<file path="config.mk">
export PLATFORM = sky130hd
export DESIGN_NAME = rcl_multi_circle
export DESIGN_NICKNAME = d
export VERILOG_FILES = /design/src/rtl/rcl_multi_circle.sv
export SDC_FILE = /design/constraint.sdc
export NUM_CORES = 1
export LEC_CHECK = 0
export ABC_AREA = 0
export CORE_MARGIN = 1.5
export CORE_UTILIZATION = 45
export DETAILED_ROUTE_END_ITERATION = 7
export PLACE_DENSITY = 0.6
export RECOVER_POWER = 100
export SLEW_MARGIN = 15
export SYNTH_ARGS = -nofsm -noshare
export SYNTH_HDL_FRONTEND = slang
export SYNTH_SLANG_ARGS = --single-unit
</file>
<file path="constraint.sdc">
create_clock -name clk -period 5.5 [get_ports clk]
set_input_delay 0.825 -clock clk [delete_from_list [all_inputs] [get_ports clk]]
set_output_delay 0.825 -clock clk [all_outputs]
set_load 0.02 [all_outputs]
</file>
<file path="src/rtl/rcl_multi_circle.sv">
// Line/circle relation classifier: one line and NUM_CIRC circles per burst, division-free s^2 vs k*d compare.
// Optional macro RCL_DEGEN_EN: a==0 && b==0 reports code 3 for every circle in the burst.
module rcl_multi_circle #(
   parameter int W        = 5,
   parameter int NUM_CIRC = 2
) (
   input  logic         clk,
   input  logic         rst_n,
   input  logic         in_valid,
   input  logic [W-1:0] coef_L,
   input  logic [W-1:0] coef_Q,
   output logic         busy,
   output logic         out_valid,
   output logic [1:0]   out
);

   localparam int SW = 2*W + 2;
   localparam int NW = 4*W + 4;
   localparam int RW = 3*W;
   localparam logic [3:0] LAST = 4'(NUM_CIRC - 1);

   typedef enum logic [1:0] {S_IDLE, S_LOAD, S_CALC, S_OUT} state_t;

   state_t r_state, w_next;

   logic [1:0]            r_ph;
   logic [3:0]            r_circ;
   logic [3:0]            r_cnt;
   logic [W-1:0]          r_a, r_b, r_c, r_m, r_n;
   logic                  r_s1Valid, r_s2Valid;
   logic signed [SW-1:0]  r_s;
   logic [2*W-1:0]        r_d;
   logic [W-1:0]          r_k;
   logic [3:0]            r_s1Idx, r_s2Idx;
   logic [NW-1:0]         r_num;
   logic [RW-1:0]         r_rhs;
   logic [2*NUM_CIRC-1:0] r_buf;
   logic [1:0]            r_out;
`ifdef RCL_DEGEN_EN
   logic                  r_s1Degen, r_s2Degen;
`endif

   logic                  w_take, w_lastCap;
   logic [W-1:0]          w_c;
   logic signed [SW-1:0]  w_aE, w_bE, w_cE, w_mE, w_nE, w_s;
   logic signed [2*W-1:0] w_aD, w_bD, w_dS;
   logic signed [NW-1:0]  w_sX, w_sq;
   logic [RW-1:0]         w_rhs;
   logic [1:0]            w_code;
   logic [3:0]            w_outIdx;

   assign w_take    = in_valid && (r_state == S_IDLE || r_state == S_LOAD);
   assign w_lastCap = w_take && (r_ph == 2'd2) && (r_circ == LAST);

   // Circle 0's k arrives together with c, so stage 1 takes c straight from the port then.
   assign w_c  = (r_circ == 4'd0) ? coef_L : r_c;
   assign w_aE = {{(SW-W){r_a[W-1]}}, r_a};
   assign w_bE = {{(SW-W){r_b[W-1]}}, r_b};
   assign w_cE = {{(SW-W){w_c[W-1]}}, w_c};
   assign w_mE = {{(SW-W){r_m[W-1]}}, r_m};
   assign w_nE = {{(SW-W){r_n[W-1]}}, r_n};
   assign w_s  = w_aE*w_mE + w_bE*w_nE + w_cE;
   assign w_aD = {{W{r_a[W-1]}}, r_a};
   assign w_bD = {{W{r_b[W-1]}}, r_b};
   assign w_dS = w_aD*w_aD + w_bD*w_bD;

   assign w_sX  = {{(NW-SW){r_s[SW-1]}}, r_s};
   assign w_sq  = w_sX * w_sX;
   assign w_rhs = {{(RW-W){1'b0}}, r_k} * {{(RW-2*W){1'b0}}, r_d};

   assign w_outIdx = r_cnt + 4'd1;

   always_comb begin
      w_code = 2'd2;
      if (r_num > {{(NW-RW){1'b0}}, r_rhs})
         w_code = 2'd0;
      else if (r_num == {{(NW-RW){1'b0}}, r_rhs})
         w_code = 2'd1;
`ifdef RCL_DEGEN_EN
      if (r_s2Degen)
         w_code = 2'd3;
`endif
   end

   always_comb begin
      w_next = r_state;
      case (r_state)
         S_IDLE: if (in_valid) w_next = S_LOAD;
         S_LOAD: begin
            if (!in_valid)
               w_next = S_IDLE;
            else if (w_lastCap)
               w_next = S_CALC;
         end
         S_CALC: if (r_cnt == 4'd2) w_next = S_OUT;
         S_OUT:  if (r_cnt == LAST) w_next = S_IDLE;
         default: w_next = S_IDLE;
      endcase
   end

   always_ff @(posedge clk or negedge rst_n) begin
      if (!rst_n)
         r_state <= S_IDLE;
      else
         r_state <= w_next;
   end

   always_ff @(posedge clk or negedge rst_n) begin
      if (!rst_n) begin
         r_ph   <= '0;
         r_circ <= '0;
         r_cnt  <= '0;
         r_out  <= '0;
      end else begin
         if (w_take) begin
            if (r_ph == 2'd2) begin
               r_ph   <= '0;
               r_circ <= r_circ + 4'd1;
            end else begin
               r_ph <= r_ph + 2'd1;
            end
         end else begin
            r_ph   <= '0;
            r_circ <= '0;
         end
         if (r_state == S_CALC)
            r_cnt <= (r_cnt == 4'd2) ? 4'd0 : r_cnt + 4'd1;
         else if (r_state == S_OUT)
            r_cnt <= r_cnt + 4'd1;
         else
            r_cnt <= '0;
         // Results replay from the buffer one slot ahead, so out lines up with out_valid.
         if (r_state == S_CALC && r_cnt == 4'd2)
            r_out <= r_buf[1:0];
         else if (r_state == S_OUT && r_cnt != LAST)
            r_out <= r_buf[{w_outIdx, 1'b0} +: 2];
      end
   end

   always_ff @(posedge clk or negedge rst_n) begin
      if (!rst_n) begin
         r_a <= '0;
         r_b <= '0;
         r_c <= '0;
         r_m <= '0;
         r_n <= '0;
      end else if (w_take) begin
         case (r_ph)
            2'd0: begin
               r_m <= coef_Q;
               if (r_circ == 4'd0) r_a <= coef_L;
            end
            2'd1: begin
               r_n <= coef_Q;
               if (r_circ == 4'd0) r_b <= coef_L;
            end
            default: if (r_circ == 4'd0) r_c <= coef_L;
         endcase
      end
   end

   // Three-stage compare pipeline: products, squares, then the buffered verdict.
   always_ff @(posedge clk or negedge rst_n) begin
      if (!rst_n) begin
         r_s1Valid <= 1'b0;
         r_s2Valid <= 1'b0;
         r_s       <= '0;
         r_d       <= '0;
         r_k       <= '0;
         r_s1Idx   <= '0;
         r_s2Idx   <= '0;
         r_num     <= '0;
         r_rhs     <= '0;
         r_buf     <= '0;
`ifdef RCL_DEGEN_EN
         r_s1Degen <= 1'b0;
         r_s2Degen <= 1'b0;
`endif
      end else begin
         r_s1Valid <= w_take && (r_ph == 2'd2);
         if (w_take && r_ph == 2'd2) begin
            r_s     <= w_s;
            r_d     <= $unsigned(w_dS);
            r_k     <= coef_Q;
            r_s1Idx <= r_circ;
`ifdef RCL_DEGEN_EN
            r_s1Degen <= (r_a == '0) && (r_b == '0);
`endif
         end
         r_s2Valid <= r_s1Valid;
         if (r_s1Valid) begin
            r_num   <= $unsigned(w_sq);
            r_rhs   <= w_rhs;
            r_s2Idx <= r_s1Idx;
`ifdef RCL_DEGEN_EN
            r_s2Degen <= r_s1Degen;
`endif
         end
         if (r_s2Valid)
            r_buf[{r_s2Idx, 1'b0} +: 2] <= w_code;
      end
   end

   assign busy      = (r_state != S_IDLE) || in_valid;
   assign out_valid = (r_state == S_OUT);
   assign out       = r_out;

endmodule

</file>
==> impl_metrics.py <==
metrics = {
    "grt": {
        "first_global_vias": 11400,
        "grt_busiest_layer": "met2",
        "grt_usage_pct": 19.0,
        "grt_remaining_overflow": 0,
        "grt_use_met1_pct": 26.4,
        "antenna_found_initial": 0,
        "grt_util_met3_pct": 2.71,
        "grt_max_degree": 63,
        "grt_first_pass_wirelength_um": 55100,
        "met2_usage_pct": 31.6,
    },
    "worst_setup_path": {
        "cp_max_fo": 8,
        "cp-end-kind": "register",
        "crit_arrival_ns": 5.59,
        "crit_required_ns": 5.81,
        "critPathKind": "reg -> reg",
        "start_kind": "register",
    },
    "yosys": {
        "netlist_area_um2": 15800,
        "yosysWarnings": 0,
        "synth-seq-cells": 118,
        "synth_async_sr_flop_share_pct": 100,
        "synth_edf_count": 0,
        "synth_fp_nets": 2060,
        "synth_cell_types": 67,
        "syn_area_per_cell_um2": 9.68,
        "synth_ff_type": "dfrtp_1",
        "syn-instance-count": 1635,
        "ys_seq_area_share_pct": 18.7,
    },
    "sta": {
        "setup_ws_ns": 0.216,
        "tightest_slew_ns": 3.10,
        "hold_violations": 0,
        "fin_crit_sh_pct": 96.1,
        "maxSlewViolCount": 166,
        "layout_min_cycle_time_ns": 5.28,
        "fmax_ghz": 0.189,
        "fin_skew_ns": 0.0134,
        "relSlewSlack_pct": -107,
        "setup_viol": 0,
    },
    "place": {
        "hpwl_um": 25800,
        "pre_cts_ws_ns": 0.0391,
        "place_congestion": 0.836,
        "placed_area_um2": 16600,
        "io_buffers": 16,
    },
    "detailed_routing": {
        "dr.pass1.iters": 5,
        "drc": 0,
        "via_count": 10600,
        "drtIter0Drc": 460,
        "post_drt_wl_per_cell_um": 14.6,
        "ant_nets": 0,
        "vias_per_cell": 4.98,
        "routed_wl_um": 31200,
    },
    "floorplan": {
        "start_util_pct": 45.8,
        "rows": 68,
        "die_x_um": 191,
        "fp.dieH_um": 191,
        "io_pins": 17,
        "design.core.area_um2": 34500,
        "dieArea_um2": 36300,
    },
    "clocking": {
        "cts_tree": "done",
        "cts_sinks": 118,
        "cts_made_buffers": 17,
        "htreeDepth": 4,
        "cts.clk_slew.worst_paths_ns": 0.06,
        "root_buffer": "clkbuf_16",
        "clk_latency_ns": 0.42,
        "clock_path_buffers": 2,
        "ctsHoldBuffers": 0,
    },
    "finish": {
        "fillers": 3299,
        "nets": 2094,
        "finalInstanceArea_um2": 17300,
        "n_antenna_cell": 0,
        "drive_gt1_share_pct": 8.86,
        "area_growth_pct": 9.15,
    },
    "worst_hold_path": {
        "min_path_type": "reg -> reg",
    },
    "status": {
        "violations": "capacitance limit, slew limit",
        "outcome": "complete, but fails checks",
    },
    "run": {
        "max_cap_violations": 3,
    },
}
==> flip-flops by register name, summed over array words and instances (netlist names), 5 cells and up, named ones only <==
| name | count |
|---|---|
| r_a | 5 |
| r_b | 5 |
| r_c | 5 |
| r_d | 10 |
| r_k | 5 |
| r_m | 5 |
| r_n | 5 |
| r_num | 23 |
| r_rhs | 15 |
| r_s | 12 |
==> per-layer routing <==
| layer | share of wire [%] | vias to the layer above |
|---|---|---|
| met5 | 0 | - |
| met4 | 1.4 | 0 |
| met3 | 2.3 | 29 |
| met2 | 48 | 112 |
| met1 | 48 | 5383 |
| li1 | - | 5121 |
==> worst max-delay path, stage by stage (launching register included) <==
cell	delay, ns
dfrtp_2	0.47
buf_4	0.19
nand2_1	0.10
inv_1	0.10
fa_1	0.56
fa_1	0.44
fa_1	0.54
fa_1	0.55
inv_1	0.05
fa_1	0.53
inv_1	0.04
ha_1	0.33
and3_4	0.20
and3_4	0.17
a221oi_2	0.25
o21ai_1	0.15
a21oi_2	0.17
xnor2_1	0.07
mux2_4	0.25
==> placed cells by master, fill, tap and decap left out, types with 6 or more instances in the layout <==
cell type / Yosys / final
clkbuf_16: 0 / 17
nand3_1: 13 / 13
and2_1: 99 / 94
xor2_1: 14 / 14
inv_1: 359 / 359
a31oi_1: 7 / 7
xnor2_1: 51 / 50
a21oi_1: 39 / 39
buf_4: 0 / 38
nor2_1: 49 / 47
o21a_1: 8 / 8
fa_1: 247 / 247
and2_0: 1 / 6
nand2b_1: 6 / 6
nand3b_1: 6 / 6
dfrtp_1: 118 / 109
nand2_1: 169 / 172
nor2b_1: 18 / 19
a211oi_1: 8 / 8
nor3_1: 12 / 13
mux2_2: 49 / 46
ha_1: 165 / 162
o21ai_0: 47 / 46
clkdlybuf4s50_1: 0 / 10
dfrtp_2: 0 / 9
o21bai_1: 9 / 9
a21o_1: 17 / 17
==> final cells by class <==
cell class              instances  area (um2)  area share, %
well taps                     455         569           3.30
flip-flops and latches        118        2960           17.2
clock inverters                11         123          0.710
repair buffers                 61         479           2.77
clock buffers                  21         470           2.72
multi-input cells            1109       11300           65.4
inverters                     362        1360           7.89
==> cells by family (layout without fill, tap and decap cells) <==
group	Yosys count	in the layout	synth area share [%]
AOI/OAI and AO/OA	159	159	6.27
xor gates and xnor gates	65	65	3.60
adders and majority gates	412	412	44.3
buffers and inverters	408	455	9.91
DFF	118	118	18.7
muxes	56	56	3.97
and+or+nand+nor	417	417	13.3
==> cells in the mapped netlist, types with 3 or more instances <==
cell type,n,area [um2]
mux2i_1,5,50.1
a21o_1,17,128
xnor2_1,51,447
a31oi_1,7,43.8
fa_1,247,4940
a21oi_2,3,26.3
o21ai_0,47,235
mux2_2,49,552
nand3b_1,6,45.0
nand4_1,4,25.0
nor2b_1,18,113
xor2_1,14,123
dfrtp_1,118,2950
o2111ai_1,4,35.0
o21a_1,8,60.1
inv_1,359,1350
nand2b_1,6,37.5
a21oi_1,39,195
nand2_2,3,18.8
nand4b_1,3,26.3
buf_2,3,15.0
and3_1,4,25.0
buf_6,3,33.8
nor3_1,12,60.1
nor4_1,5,31.3
ha_1,165,2060
or3_1,5,31.3
nand2_1,169,634
o31ai_1,3,22.5
a211oi_1,8,60.1
clkbuf_1,39,146
and2_1,99,619
nand3_1,13,65.1
nor2_1,49,184
or2_1,3,18.8
o21bai_1,9,67.6
==> timing repair <==
action,in CTS,in global routing
setup buffers,0,7
setup endpoints to repair,0,12
resized for setup,0,21
hold endpoints to repair,0,0
==> per-stage QoR <==
step / hold WS, ns / std cells / util [%] / TNS [ns]
final: 0.476 / 2137 / 50.0 / 0
after global routing: 0.506 / 2137 / 50.0 / -0.00761
after CTS: 0.482 / 2130 / 49.9 / 0
after detailed placement: 0.470 / 2098 / 48.1 / 0
after global placement: 0.462 / 2098 / 48.1 / 0
after floorplan: 0.374 / 1635 / - / 0
==> final timing paths <==
kind	start	to	slack [ns]	depth (start not counted)
worst min register to register	r_s1Idx[1]	r_s2Idx[1]	0.48	2
min in group asynchronous	rst_n	r_n[4]	1.43	1
worst max register to register	r_s[11]	r_num[20]	0.22	18
worst max-delay path	r_s[11]	r_num[20]	0.22	18
max in group asynchronous	rst_n	r_s[5]	1.12	2
worst min-delay path	r_s1Idx[1]	r_s2Idx[1]	0.48	2
Power is not shown: default switching activity piles up to over one toggle a cycle in this logic, so the estimate is an artifact.
